[src/rtl/dbus_bridge_ctrl_pkg.sv]
// Shared types for the UART <-> dbus bridge: mode codes, channel states and the
// mode-to-route map used by the top level.
package dbus_bridge_ctrl_pkg;

    typedef enum logic [1:0] {
        ModeBridge   = 2'b00,
        ModeUartLoop = 2'b01,
        ModeDbusLoop = 2'b10,
        ModeHalt     = 2'b11
    } mode_e;

    typedef enum logic [1:0] {
        StIdle  = 2'b00,
        StAck   = 2'b01,
        StFault = 2'b10
    } ch_state_e;

    // down = UART RX source, up = dbus source; *_dbus selects the dbus sink, else UART TX.
    typedef struct packed {
        logic down_en;
        logic down_dbus;
        logic up_en;
        logic up_dbus;
    } route_t;

    function automatic route_t route_of(input mode_e mode);
        route_t r;
        r = '0;
        case (mode)
            ModeBridge: begin
                r.down_en   = 1'b1;
                r.down_dbus = 1'b1;
                r.up_en     = 1'b1;
            end
            ModeUartLoop: r.down_en = 1'b1;
            ModeDbusLoop: begin
                r.up_en   = 1'b1;
                r.up_dbus = 1'b1;
            end
            default: ;
        endcase
        return r;
    endfunction

endpackage

[src/rtl/dbus_bridge_ctrl_if.sv]
// Bus bundle between the bridge controller and the FIFOs / dbus engine around it.
// The master modport is the controller's view.
interface dbus_bridge_ctrl_if
    import dbus_bridge_ctrl_pkg::*;
#(
    parameter int unsigned c_LEVELWIDTH = 13,
    parameter int unsigned c_CNTWIDTH   = 16
);
    mode_e                   i_mode;
    logic                    i_clear;
    logic                    i_rx_avail;
    logic [7:0]              i_rx_data;
    logic                    o_rx_read;
    logic [c_LEVELWIDTH-1:0] i_rx_level;
    logic                    o_cts;
    logic [7:0]              o_dbus_data;
    logic                    o_dbus_enable;
    logic                    i_dbus_busy;
    logic [7:0]              i_dbus_data;
    logic                    i_dbus_avail;
    logic                    o_dbus_read;
    logic [7:0]              o_tx_data;
    logic                    o_tx_enable;
    logic                    i_tx_busy;
    logic [1:0]              o_fault;
    logic [c_CNTWIDTH-1:0]   o_down_count;
    logic [c_CNTWIDTH-1:0]   o_up_count;

    modport master (
        input  i_mode, i_clear, i_rx_avail, i_rx_data, i_rx_level, i_dbus_busy,
               i_dbus_data, i_dbus_avail, i_tx_busy,
        output o_rx_read, o_cts, o_dbus_data, o_dbus_enable, o_dbus_read, o_tx_data,
               o_tx_enable, o_fault, o_down_count, o_up_count
    );

    modport slave (
        output i_mode, i_clear, i_rx_avail, i_rx_data, i_rx_level, i_dbus_busy,
               i_dbus_data, i_dbus_avail, i_tx_busy,
        input  o_rx_read, o_cts, o_dbus_data, o_dbus_enable, o_dbus_read, o_tx_data,
               o_tx_enable, o_fault, o_down_count, o_up_count
    );

endinterface

[src/rtl/dbus_bridge_ctrl_hs_channel.sv]
// One four-phase channel: waits for a byte, holds read/strobe until the source drops avail,
// then counts it. A source that never drops avail is abandoned after c_TIMEOUT cycles.
module dbus_bridge_ctrl_hs_channel
    import dbus_bridge_ctrl_pkg::*;
#(
    parameter int unsigned c_TIMEOUT  = 65535,
    parameter int unsigned c_CNTWIDTH = 16
) (
    input  logic                  i_clock,
    input  logic                  i_reset,
    input  logic                  i_clear,
    input  logic                  i_avail,
    input  logic [7:0]            i_data,
    input  logic                  i_sink_busy,
    input  logic                  i_permit,
    output logic                  o_read,
    output logic                  o_strobe,
    output logic [7:0]            o_data,
    output logic                  o_idle,
    output logic                  o_fault_set,
    output logic [c_CNTWIDTH-1:0] o_count
);

    localparam int unsigned TmrW = (c_TIMEOUT > 1) ? $clog2(c_TIMEOUT) : 1;
    localparam logic [TmrW-1:0] TmrLast = TmrW'((c_TIMEOUT == 0) ? 0 : c_TIMEOUT - 1);
    localparam logic TimeoutEn = (c_TIMEOUT != 0);

    ch_state_e             state_q, state_d;
    logic [7:0]            data_q, data_d;
    logic [TmrW-1:0]       tmr_q, tmr_d;
    logic [c_CNTWIDTH-1:0] count_q, count_d;
    logic                  done;

    always_ff @(posedge i_clock) begin
        if (i_reset) begin
            state_q <= StIdle;
            data_q  <= 8'h00;
            tmr_q   <= '0;
            count_q <= '0;
        end else begin
            state_q <= state_d;
            data_q  <= data_d;
            tmr_q   <= tmr_d;
            count_q <= count_d;
        end
    end

    always_comb begin
        state_d     = state_q;
        data_d      = data_q;
        tmr_d       = tmr_q;
        done        = 1'b0;
        o_fault_set = 1'b0;
        case (state_q)
            StIdle: begin
                if (i_avail && !i_sink_busy && i_permit) begin
                    state_d = StAck;
                    data_d  = i_data;
                    tmr_d   = '0;
                end
            end
            StAck: begin
                if (!i_avail) begin
                    state_d = StIdle;
                    done    = 1'b1;
                end else if (TimeoutEn && (tmr_q == TmrLast)) begin
                    state_d     = StFault;
                    o_fault_set = 1'b1;
                end else begin
                    tmr_d = tmr_q + 1'b1;
                end
            end
            StFault: begin
                if (!i_avail) begin
                    state_d = StIdle;
                end
            end
            default: state_d = StIdle;
        endcase

        // Clear wins over a completion landing in the same cycle.
        if (i_clear) begin
            count_d = '0;
        end else if (done) begin
            count_d = count_q + 1'b1;
        end else begin
            count_d = count_q;
        end
    end

    assign o_read   = (state_q == StAck);
    assign o_strobe = (state_q == StAck);
    assign o_data   = data_q;
    assign o_idle   = (state_q == StIdle);
    assign o_count  = count_q;

endmodule

[src/rtl/dbus_bridge_ctrl.sv]
// Flow-control core between the UART RX/TX FIFOs and the dbus engine: input sampling,
// mode latch and routing, CTS hysteresis, sticky timeout faults and byte counters.
module dbus_bridge_ctrl
    import dbus_bridge_ctrl_pkg::*;
#(
    parameter int unsigned c_LEVELWIDTH = 13,
    parameter int unsigned c_CTS_HI     = 7936,
    parameter int unsigned c_CTS_LO     = 6144,
    parameter int unsigned c_TIMEOUT    = 65535,
    parameter int unsigned c_CNTWIDTH   = 16
) (
    input  logic               i_clock,
    input  logic               i_reset,
    dbus_bridge_ctrl_if.master bus
);

    localparam logic [c_LEVELWIDTH-1:0] CtsHi = c_LEVELWIDTH'(c_CTS_HI);
    localparam logic [c_LEVELWIDTH-1:0] CtsLo = c_LEVELWIDTH'(c_CTS_LO);

    logic       rx_avail_q, dbus_avail_q, dbus_busy_q, tx_busy_q;
    mode_e      mode_q, mode_d;
    route_t     rt_q, rt_d;
    logic       cts_q, cts_d;
    logic [1:0] fault_q, fault_d;

    logic                  down_read, down_strobe, down_idle, down_fault;
    logic                  up_read, up_strobe, up_idle, up_fault;
    logic [7:0]            down_data, up_data;
    logic [c_CNTWIDTH-1:0] down_count, up_count;
    logic                  down_busy, up_busy;
    logic                  down_to_dbus, down_to_tx, up_to_dbus, up_to_tx;

    always_ff @(posedge i_clock) begin
        if (i_reset) begin
            rx_avail_q   <= 1'b0;
            dbus_avail_q <= 1'b0;
            dbus_busy_q  <= 1'b0;
            tx_busy_q    <= 1'b0;
            mode_q       <= ModeHalt;
            cts_q        <= 1'b1;
            fault_q      <= 2'b00;
        end else begin
            rx_avail_q   <= bus.i_rx_avail;
            dbus_avail_q <= bus.i_dbus_avail;
            dbus_busy_q  <= bus.i_dbus_busy;
            tx_busy_q    <= bus.i_tx_busy;
            mode_q       <= mode_d;
            cts_q        <= cts_d;
            fault_q      <= fault_d;
        end
    end

    always_comb begin
        // A new mode only takes over while both channels rest, so a byte in flight finishes
        // on the route it started on; channels launch with the route that will be latched.
        mode_d    = (down_idle && up_idle) ? bus.i_mode : mode_q;
        rt_d      = route_of(mode_d);
        rt_q      = route_of(mode_q);
        down_busy = rt_d.down_dbus ? dbus_busy_q : tx_busy_q;
        up_busy   = rt_d.up_dbus ? dbus_busy_q : tx_busy_q;

        cts_d = cts_q;
        if (bus.i_rx_level >= CtsHi) begin
            cts_d = 1'b1;
        end else if (bus.i_rx_level <= CtsLo) begin
            cts_d = 1'b0;
        end

        fault_d[0] = down_fault ? 1'b1 : (bus.i_clear ? 1'b0 : fault_q[0]);
        fault_d[1] = up_fault ? 1'b1 : (bus.i_clear ? 1'b0 : fault_q[1]);
    end

    dbus_bridge_ctrl_hs_channel #(
        .c_TIMEOUT (c_TIMEOUT),
        .c_CNTWIDTH(c_CNTWIDTH)
    ) u_down (
        .i_clock    (i_clock),
        .i_reset    (i_reset),
        .i_clear    (bus.i_clear),
        .i_avail    (rx_avail_q),
        .i_data     (bus.i_rx_data),
        .i_sink_busy(down_busy),
        .i_permit   (rt_d.down_en),
        .o_read     (down_read),
        .o_strobe   (down_strobe),
        .o_data     (down_data),
        .o_idle     (down_idle),
        .o_fault_set(down_fault),
        .o_count    (down_count)
    );

    dbus_bridge_ctrl_hs_channel #(
        .c_TIMEOUT (c_TIMEOUT),
        .c_CNTWIDTH(c_CNTWIDTH)
    ) u_up (
        .i_clock    (i_clock),
        .i_reset    (i_reset),
        .i_clear    (bus.i_clear),
        .i_avail    (dbus_avail_q),
        .i_data     (bus.i_dbus_data),
        .i_sink_busy(up_busy),
        .i_permit   (rt_d.up_en),
        .o_read     (up_read),
        .o_strobe   (up_strobe),
        .o_data     (up_data),
        .o_idle     (up_idle),
        .o_fault_set(up_fault),
        .o_count    (up_count)
    );

    assign down_to_dbus = rt_q.down_en & rt_q.down_dbus;
    assign down_to_tx   = rt_q.down_en & ~rt_q.down_dbus;
    assign up_to_dbus   = rt_q.up_en & rt_q.up_dbus;
    assign up_to_tx     = rt_q.up_en & ~rt_q.up_dbus;

    assign bus.o_rx_read     = down_read;
    assign bus.o_dbus_read   = up_read;
    assign bus.o_dbus_enable = (down_to_dbus & down_strobe) | (up_to_dbus & up_strobe);
    assign bus.o_dbus_data   = down_to_dbus ? down_data : (up_to_dbus ? up_data : 8'h00);
    assign bus.o_tx_enable   = (down_to_tx & down_strobe) | (up_to_tx & up_strobe);
    assign bus.o_tx_data     = down_to_tx ? down_data : (up_to_tx ? up_data : 8'h00);
    assign bus.o_cts         = cts_q;
    assign bus.o_fault       = fault_q;
    assign bus.o_down_count  = down_count;
    assign bus.o_up_count    = up_count;

    // The route map never points both channels at one sink, so no arbiter exists.
    a_no_contention: assert property (@(posedge i_clock) disable iff (i_reset)
        !(down_to_dbus && up_to_dbus) && !(down_to_tx && up_to_tx));

endmodule

[src/flat_wrapper.sv]
// flat-port wrapper written by rule: the top's interface ports become plain ports
module dbus_bridge_ctrl_flat import dbus_bridge_ctrl_pkg::*;
#(
    parameter int unsigned c_LEVELWIDTH = 13,
    parameter int unsigned c_CTS_HI     = 7936,
    parameter int unsigned c_CTS_LO     = 6144,
    parameter int unsigned c_TIMEOUT    = 65535,
    parameter int unsigned c_CNTWIDTH   = 16
)
  (i_clock, i_reset, bus_i_mode, bus_i_clear, bus_i_rx_avail, bus_i_rx_data, bus_i_rx_level, bus_i_dbus_busy, bus_i_dbus_data, bus_i_dbus_avail, bus_i_tx_busy, bus_o_rx_read, bus_o_cts, bus_o_dbus_data, bus_o_dbus_enable, bus_o_dbus_read, bus_o_tx_data, bus_o_tx_enable, bus_o_fault, bus_o_down_count, bus_o_up_count);
  dbus_bridge_ctrl_if #(.c_LEVELWIDTH(c_LEVELWIDTH), .c_CNTWIDTH(c_CNTWIDTH)) bus_i ();
  input  logic i_clock;
  input  logic i_reset;
  input wire logic [$bits(bus_i.i_mode)-1:0] bus_i_mode;
  input wire logic [$bits(bus_i.i_clear)-1:0] bus_i_clear;
  input wire logic [$bits(bus_i.i_rx_avail)-1:0] bus_i_rx_avail;
  input wire logic [$bits(bus_i.i_rx_data)-1:0] bus_i_rx_data;
  input wire logic [$bits(bus_i.i_rx_level)-1:0] bus_i_rx_level;
  input wire logic [$bits(bus_i.i_dbus_busy)-1:0] bus_i_dbus_busy;
  input wire logic [$bits(bus_i.i_dbus_data)-1:0] bus_i_dbus_data;
  input wire logic [$bits(bus_i.i_dbus_avail)-1:0] bus_i_dbus_avail;
  input wire logic [$bits(bus_i.i_tx_busy)-1:0] bus_i_tx_busy;
  output wire logic [$bits(bus_i.o_rx_read)-1:0] bus_o_rx_read;
  output wire logic [$bits(bus_i.o_cts)-1:0] bus_o_cts;
  output wire logic [$bits(bus_i.o_dbus_data)-1:0] bus_o_dbus_data;
  output wire logic [$bits(bus_i.o_dbus_enable)-1:0] bus_o_dbus_enable;
  output wire logic [$bits(bus_i.o_dbus_read)-1:0] bus_o_dbus_read;
  output wire logic [$bits(bus_i.o_tx_data)-1:0] bus_o_tx_data;
  output wire logic [$bits(bus_i.o_tx_enable)-1:0] bus_o_tx_enable;
  output wire logic [$bits(bus_i.o_fault)-1:0] bus_o_fault;
  output wire logic [$bits(bus_i.o_down_count)-1:0] bus_o_down_count;
  output wire logic [$bits(bus_i.o_up_count)-1:0] bus_o_up_count;
  assign bus_i.i_mode = bus_i_mode;
  assign bus_i.i_clear = bus_i_clear;
  assign bus_i.i_rx_avail = bus_i_rx_avail;
  assign bus_i.i_rx_data = bus_i_rx_data;
  assign bus_i.i_rx_level = bus_i_rx_level;
  assign bus_i.i_dbus_busy = bus_i_dbus_busy;
  assign bus_i.i_dbus_data = bus_i_dbus_data;
  assign bus_i.i_dbus_avail = bus_i_dbus_avail;
  assign bus_i.i_tx_busy = bus_i_tx_busy;
  assign bus_o_rx_read = bus_i.o_rx_read;
  assign bus_o_cts = bus_i.o_cts;
  assign bus_o_dbus_data = bus_i.o_dbus_data;
  assign bus_o_dbus_enable = bus_i.o_dbus_enable;
  assign bus_o_dbus_read = bus_i.o_dbus_read;
  assign bus_o_tx_data = bus_i.o_tx_data;
  assign bus_o_tx_enable = bus_i.o_tx_enable;
  assign bus_o_fault = bus_i.o_fault;
  assign bus_o_down_count = bus_i.o_down_count;
  assign bus_o_up_count = bus_i.o_up_count;
  dbus_bridge_ctrl #(.c_LEVELWIDTH(c_LEVELWIDTH), .c_CTS_HI(c_CTS_HI), .c_CTS_LO(c_CTS_LO), .c_TIMEOUT(c_TIMEOUT), .c_CNTWIDTH(c_CNTWIDTH)) u_core (.i_clock(i_clock), .i_reset(i_reset), .bus(bus_i));
endmodule
[config.mk]
export PLATFORM = sky130hd
export DESIGN_NAME = dbus_bridge_ctrl_flat
export DESIGN_NICKNAME = d
export VERILOG_FILES = /design/src/rtl/dbus_bridge_ctrl_pkg.sv /design/src/rtl/dbus_bridge_ctrl_if.sv /design/src/rtl/dbus_bridge_ctrl_hs_channel.sv /design/src/rtl/dbus_bridge_ctrl.sv /design/src/flat_wrapper.sv
export SDC_FILE = /design/constraint.sdc
export NUM_CORES = 1
export LEC_CHECK = 0
export ABC_AREA = 1
export CORE_ASPECT_RATIO = 0.75
export CORE_MARGIN = 2
export CORE_UTILIZATION = 58
export DETAILED_ROUTE_END_ITERATION = 8
export GPL_TIMING_DRIVEN = 1
export PLACE_DENSITY_LB_ADDON = 0.05
export SLEW_MARGIN = 20
export SYNTH_ARGS = -nofsm -noshare
export SYNTH_HDL_FRONTEND = slang
export SYNTH_HIERARCHICAL = 1
export SYNTH_SLANG_ARGS = --single-unit
[constraint.sdc]
create_clock -name i_clock -period 3.11 [get_ports i_clock]
set_input_delay 0.622 -clock i_clock [delete_from_list [all_inputs] [get_ports i_clock]]
set_output_delay 0.622 -clock i_clock [all_outputs]
set_load 0.01 [all_outputs]
==> results of run 1 <==
state kept, by name (all words and copies together) (netlist names), 8 cells and up:
| register | cells |
|---|---|
| u_core/u_down/o_count | 16 |
| u_core/u_up/o_count | 16 |
| u_core/u_up/o_data | 8 |
| u_core/u_up/tmr_q | 16 |
| u_core/u_down/o_data | 8 |
| u_core/u_down/tmr_q | 16 |
logic make-up (layout without fill, tap and decap cells):
group,after synthesis,in the layout
AND/OR/NAND/NOR,473,473
buffers and inverters,154,247
AO/OA/AOI/OAI,102,102
flip-flops,93,93
adder cells (fa/ha/maj),6,6
XOR/XNOR,2,2
Yosys cell counts:
| master | n |
|---|---|
| nand2_1 | 185 |
| nor2_1 | 143 |
| inv_1 | 121 |
| dfxtp_1 | 93 |
| nand3_1 | 71 |
| o21ai_0 | 44 |
| a21oi_1 | 29 |
| nand2_2 | 18 |
| o22ai_1 | 17 |
| nand4_1 | 12 |
| nor2_2 | 12 |
| inv_2 | 11 |
| nor3_1 | 11 |
| buf_4 | 10 |
| nand2_4 | 7 |
| ha_1 | 6 |
| nor2_4 | 6 |
| buf_6 | 5 |
| clkbuf_1 | 5 |
| a31oi_1 | 4 |
| nand3_2 | 4 |
| o21bai_1 | 4 |
| buf_2 | 2 |
| nand3b_1 | 2 |
| nor2_8 | 2 |
| o21ai_1 | 2 |
| xor2_1 | 2 |
| o21ai_4 | 1 |
| o22ai_2 | 1 |
worst paths after layout:
| kind | cells after the start | endpoint | slack (ns) | startpoint |
|---|---|---|---|---|
| max reg2reg | 15 | u_core/u_down/tmr_q[15] | 0.97 | u_core/u_down/state_q[1] |
| max | 5 | bus_o_dbus_enable | 0.76 | u_core/u_up/state_q[0] |
| min | 2 | u_core/u_up/o_count[7] | 0.47 | u_core/u_up/o_count[7] |
| min reg2reg | 2 | u_core/u_up/o_count[7] | 0.47 | u_core/u_up/o_count[7] |
cell type report:
type	instances	area (um^2)
clock buffer	12	256
clock inverter	4	70.1
fill	756	2370
inverter	132	495
multi-input combinational	583	2800
sequential	93	1860
tap	112	140
timing repair buffer	99	973
metal layers:
layer	part of all wire, %	global-route usage (%)	vias up
met1	45	35.7	2502
met4	1.5	7.65	0
met3	6.7	5.92	29
met5	0	0	-
met2	46	47.0	224
li1	-	-	2785
metrics by stage:
step | util [%] | cells | hold slack [ns]
after floorplan | - | 830 | 0.455
after global placement | 69.9 | 1019 | 0.452
after detailed placement | 69.9 | 1019 | 0.455
after CTS | 73.6 | 1035 | 0.465
after global routing | 73.6 | 1035 | 0.483
final | 73.6 | 1035 | 0.467
critical path: stages, from the launching register on:
cell             delay (ns)
dfxtp_1                0.41
inv_2                  0.07
nor2_4                 0.09
inv_1                  0.07
o22ai_1                0.19
clkdlybuf4s50_1        0.56
power by group through the flow:
| stage | Sequential, mW | Combinational, mW | Clock (mW) |
|---|---|---|---|
| 3_5_place_dp | 1.29 | 0.267 | 0 |
| 6_report | 1.26 | 0.271 | 1.21 |
| 2_1_floorplan | 1.28 | 0.177 | 0 |
| 4_1_cts | 1.26 | 0.269 | 1.22 |
| 3_3_place_gp | 1.28 | 0.259 | 0 |
| 5_1_grt | 1.26 | 0.304 | 1.27 |
==> impl_metrics.csv, run 1 <==
group,metric,value,unit
pwr,power_frac_seq,46.0,%
cts,cts_made_buffers,9,
worst_setup_path,critPathArrivalTime,1.73,ns
yosys,synth_area_leader_cell,"dfxtp_1",
timing,rsz0062_at_grt,"false",
drt,drc,0,
grt,antenna_found_initial,0,
timing,worst_clock_skew,0.00279,ns
cells_and_area,nets,962,
floorplan,rows,30,
grt,grt_pass1_wl,22.4,mm
placement,pre_cts_slack,0.642,ns
yosys,synthAdderAreaFrac,1.41,%
worst_setup_path,crit_required,2.49,ns
cts,clkLatencyLatePin,0.34,ns
worst_setup_path,path_max_fanout,4,
pwr,switchingPower,0.645,mW
timing,hold_violations,0,
cts,cts_num_sinks,93,
timing,report.final.slew_viol_count,0,
yosys,synthMuxAreaShare,0,%
yosys,synth-compound-area-share,10.6,%
yosys,synth.area.top_cells,"dfxtp_1 35%, nand2_1 13%, nor2_1 10%, inv_1 8.5%, nand3_1 6.7%",
drt,vias_per_cell,5.35,
floorplan,core,8970,um^2
worst_setup_path,crit_type,"reg2out",
placement,placedInstanceArea,6270,um^2
cts,cts_tree,"done",
placement,gp_congestion,0.917,
drt,postRouteAntennaNets,0,
timing,setup_slack,0.755,ns
cells_and_area,area_growth,24.1,%
cts,holdBufCountCts,0,
hold_path,hp-class,"reg2reg",
grt,grt_max_degree,21,
timing,min_period_over_period,75.7,%
yosys,synth.ff_latch_count,93,
cts,path_clk_slew,0.06,ns
yosys,synthXorXnorAreaFrac,0.329,%
placement,io_buffers,92,
pwr,clkPwrFrac,44.1,%
yosys,syn-instance-count,830,
yosys,synthDistinctLibCells,29,
timing,slew_headroom,59.1,%
floorplan,die_h,87.0,um
yosys,yosysTopAreaCellShare,35.0,%
cts,cts_resized,0,
placement,place_hpwl,9.83,mm
cts,cts_setup_buffers,0,
grt,grt-ovfl-total,0,
pwr,peakVddDrop,0.350,mV
floorplan,io_pins,93,
grt,grt_use_total,27.6,%
cts,root_buffer,"clkbuf_16",
job,maxCapViolCount,0,
cells_and_area,drive_gt1_share,9.10,%
yosys,avgSynthCellArea,6.41,um^2
floorplan,initial_core_util,59.3,%
timing,finalSetupViolCount,0,
pwr,leakage,2.71,nW
timing,tightest_slew,0.614,ns
yosys,synth_top_family_by_area,"simple AND/OR/NAND/NOR gates",
pwr,combPwrFrac,9.9,%
drt,drt-pass1-iter-count,5,
cells_and_area,final_common_cell,"nand2_1",
pwr,p_total,2.74,mW
pwr,power.density,415,nW/um^2
pwr,switching_share,23.6,%
drt,routedWlPerCell,13.1,um
worst_setup_path,cp-end-kind,"output pin",
timing,layout_min_cycle_time,2.35,ns
yosys,netlist_area,5320,um^2
timing,tns,0,ns
yosys,syn-num-nets,874,
cells_and_area,stdcell_area,6600,um^2
timing,max_freq,425,MHz
drt,via_count,5540,
yosys,yosys.area_share.simple,40.3,%
floorplan,die-area,9960,um^2
drt,drt_wl_total,13.5,mm
worst_setup_path,startpoint_type,"register",
cts,clk_path_buf_depth,2,
grt,grt_pass1_vias,5043,
cells_and_area,antennaDiodeCount,0,
floorplan,die_w,115,um
yosys,yosysSeqAreaShare,35.0,%
drt,drt-initial-drc-count,533,
yosys,yosys_warnings,6,
cts,h-tree-depth,3,
cells_and_area,mostFrequentLayoutCells,"185 x nand2_1, 143 x nor2_1, 121 x inv_1",
status,status,"finished clean",
pwr,internal-power,2.09,mW
No activity file was read; power rests on OpenSTA's default activity.
==> run 2, diff against run 1 <==
--- a/config.mk
+++ b/config.mk
@@ -8,7 +8,7 @@
 export ABC_AREA = 1
 export CORE_ASPECT_RATIO = 0.75
 export CORE_MARGIN = 2
-export CORE_UTILIZATION = 58
+export CORE_UTILIZATION = 48
 export DETAILED_ROUTE_END_ITERATION = 8
 export GPL_TIMING_DRIVEN = 1
 export PLACE_DENSITY_LB_ADDON = 0.05
==> constraint.sdc (replaced) <==
create_clock -name i_clock -period 2 [get_ports i_clock]
set_input_delay 0.4 -clock i_clock [delete_from_list [all_inputs] [get_ports i_clock]]
set_output_delay 0.4 -clock i_clock [all_outputs]
set_load 0.01 [all_outputs]
==> run 2 against run 1 <==
- clock skew increased by 0.0033 ns
- final area is 2.1% higher
- sequential cell count is the same
- sequential share of layout area fell by 0.57 points
- global-route usage shrank 4.5 points
- non-clock buffer count is 13 higher
- first-iteration DRC count is 31% lower
- wire length rose by 1.5%
- critical path type unchanged
- critical endpoint unchanged
- highest routed layer unchanged
==> impl_metrics.csv, run 2 (synthesis gave the netlist of run 1 again) <==
group,metric,value,unit
timing,holdWs,0.474,ns
cts,cts_num_sinks,93,
drt,drt_wl_total,13.7,mm
pwr,power.density,617,nW/um^2
timing,hold_violations,0,
cells_and_area,instances_no_fill,1076,
grt,grt_pass1_wl,22.7,mm
worst_setup_path,crit_type,"reg2out",
cts,holdBufCountCts,0,
drt,drc,0,
timing,slew_headroom,57.7,%
placement,io_buffers,92,
drt,postRouteAntennaNets,0,
placement,gp_congestion,0.862,
hold_path,hp-class,"reg2reg",
placement,pre_cts_slack,-0.0825,ns
cells_and_area,nets,975,
floorplan,io_pins,93,
placement,dp.cells,1060,
cells_and_area,drive_gt1_share,11.0,%
placement,placedInstanceArea,6420,um^2
cts,cts_made_buffers,9,
pwr,switching_share,23.7,%
cts,root_buffer,"clkbuf_16",
cells_and_area,mostFrequentLayoutCells,"184 x nand2_1, 141 x nor2_1, 119 x inv_1",
worst_setup_path,startpoint_type,"register",
cells_and_area,area_growth,26.7,%
floorplan,initial_core_util,49.0,%
grt,grt_use_total,23.1,%
floorplan,rows,33,
worst_setup_path,cp-end-kind,"output pin",
timing,layout_min_cycle_time,1.88,ns
timing,min_period_over_period,94.2,%
job,maxCapViolCount,0,
placement,place_hpwl,10.2,mm
drt,drt-pass1-iter-count,5,
timing,setup_slack,0.115,ns
floorplan,die-area,12000,um^2
drt,drt-initial-drc-count,366,
cts,h-tree-depth,3,
grt,grt-ovfl-total,0,
pwr,switchingPower,0.986,mW
timing,worst_clock_skew,0.00613,ns
pwr,leakage,2.85,nW
floorplan,die_w,126,um
pwr,power_frac_seq,47.1,%
drt,vias_per_cell,5.07,
worst_setup_path,critPathArrivalTime,1.48,ns
pwr,clkPwrFrac,42.4,%
worst_setup_path,path_max_fanout,3,
drt,via_count,5457,
worst_setup_path,crit_required,1.60,ns
cts,clkLatencyLatePin,0.34,ns
status,status,"finished clean",
cts,clk_path_buf_depth,2,
grt,grt_pass1_vias,5030,
pwr,internal-power,3.17,mW
pwr,peakVddDrop,0.343,mV
timing,rsz0062_at_grt,"true",
cells_and_area,stdcell_area,6740,um^2
cells_and_area,final_common_cell,"nand2_1",
timing,report.final.slew_viol_count,0,
timing,finalSetupViolCount,0,
grt,grt_max_degree,21,
drt,routedWlPerCell,12.8,um
cells_and_area,utilization,62.1,%
timing,max_freq,531,MHz
timing,tightest_slew,0.634,ns
pwr,combPwrFrac,10.5,%
cells_and_area,antennaDiodeCount,0,
cts,path_clk_slew,0.06,ns
cts,cts_tree,"done",
grt,antenna_found_initial,0,
floorplan,die_h,95.2,um
floorplan,core,10900,um^2
worst_setup_path,ff2ff_setup_slack,0.21,ns
==> run 2: timing repair <==
| item | in CTS | in global routing |
|---|---|---|
| setup buffers | 0 | 0 |
| endpoints found under the setup margin | 20 | 49 |
| resized for setup | 21 | 9 |
| pin swaps | 0 | 0 |
==> run 2: final timing paths <==
check	cells after the start	startpoint	end
worst max-delay path	6	u_core/u_up/state_q[0]	bus_o_dbus_enable
worst min-delay path	2	u_core/u_up/o_count[7]	u_core/u_up/o_count[7]
worst max register to register	14	u_core/u_down/state_q[1]	u_core/u_up/tmr_q[11]
worst min register to register	2	u_core/u_up/o_count[7]	u_core/u_up/o_count[7]
==> run 2: final cells by class <==
cell class / count / area, um^2
Multi-Input combinational cell: 583 / 2830
Sequential cell: 93 / 1860
Timing Repair Buffer: 112 / 1060
Inverter: 132 / 503
Clock inverter: 3 / 42.5
Tap cell: 140 / 175
Fill cell: 1011 / 4120
Clock buffer: 13 / 270
==> run 2: power by group through the flow <==
stage | clock (mW) | combinational (mW) | sequential, mW
4_1_cts | 1.80 | 0.434 | 1.96
6_report | 1.76 | 0.438 | 1.96
3_5_place_dp | 0 | 0.436 | 2.00
5_1_grt | 1.88 | 0.493 | 1.96
3_3_place_gp | 0 | 0.423 | 1.99
2_1_floorplan | 0 | 0.274 | 1.99
==> run 2: through the flow <==
stage	total power, mW	setup TNS [ns]
6_report	4.16	0
5_1_grt	4.34	-0.000318
4_1_cts	4.19	0
3_5_place_dp	2.43	-2.57
3_3_place_gp	2.42	-1.26
2_1_floorplan	2.26	0
==> run 2: critical path, cell delays in order (launching register included) <==
cell and delay, ns:
dfxtp_1 0.35, buf_4 0.14, inv_2 0.05, nor2_4 0.08
inv_1 0.07, o22ai_1 0.17, dlygate4sd2_1 0.29
==> run 2: per-layer routing <==
layer  wire, um  GRT usage (%)  vias up
met5          0              0        -
met4        189           7.22        0
met3        927           5.89       21
met2       6100           37.8      185
met1       6520           30.3     2436
li1           -              -     2815
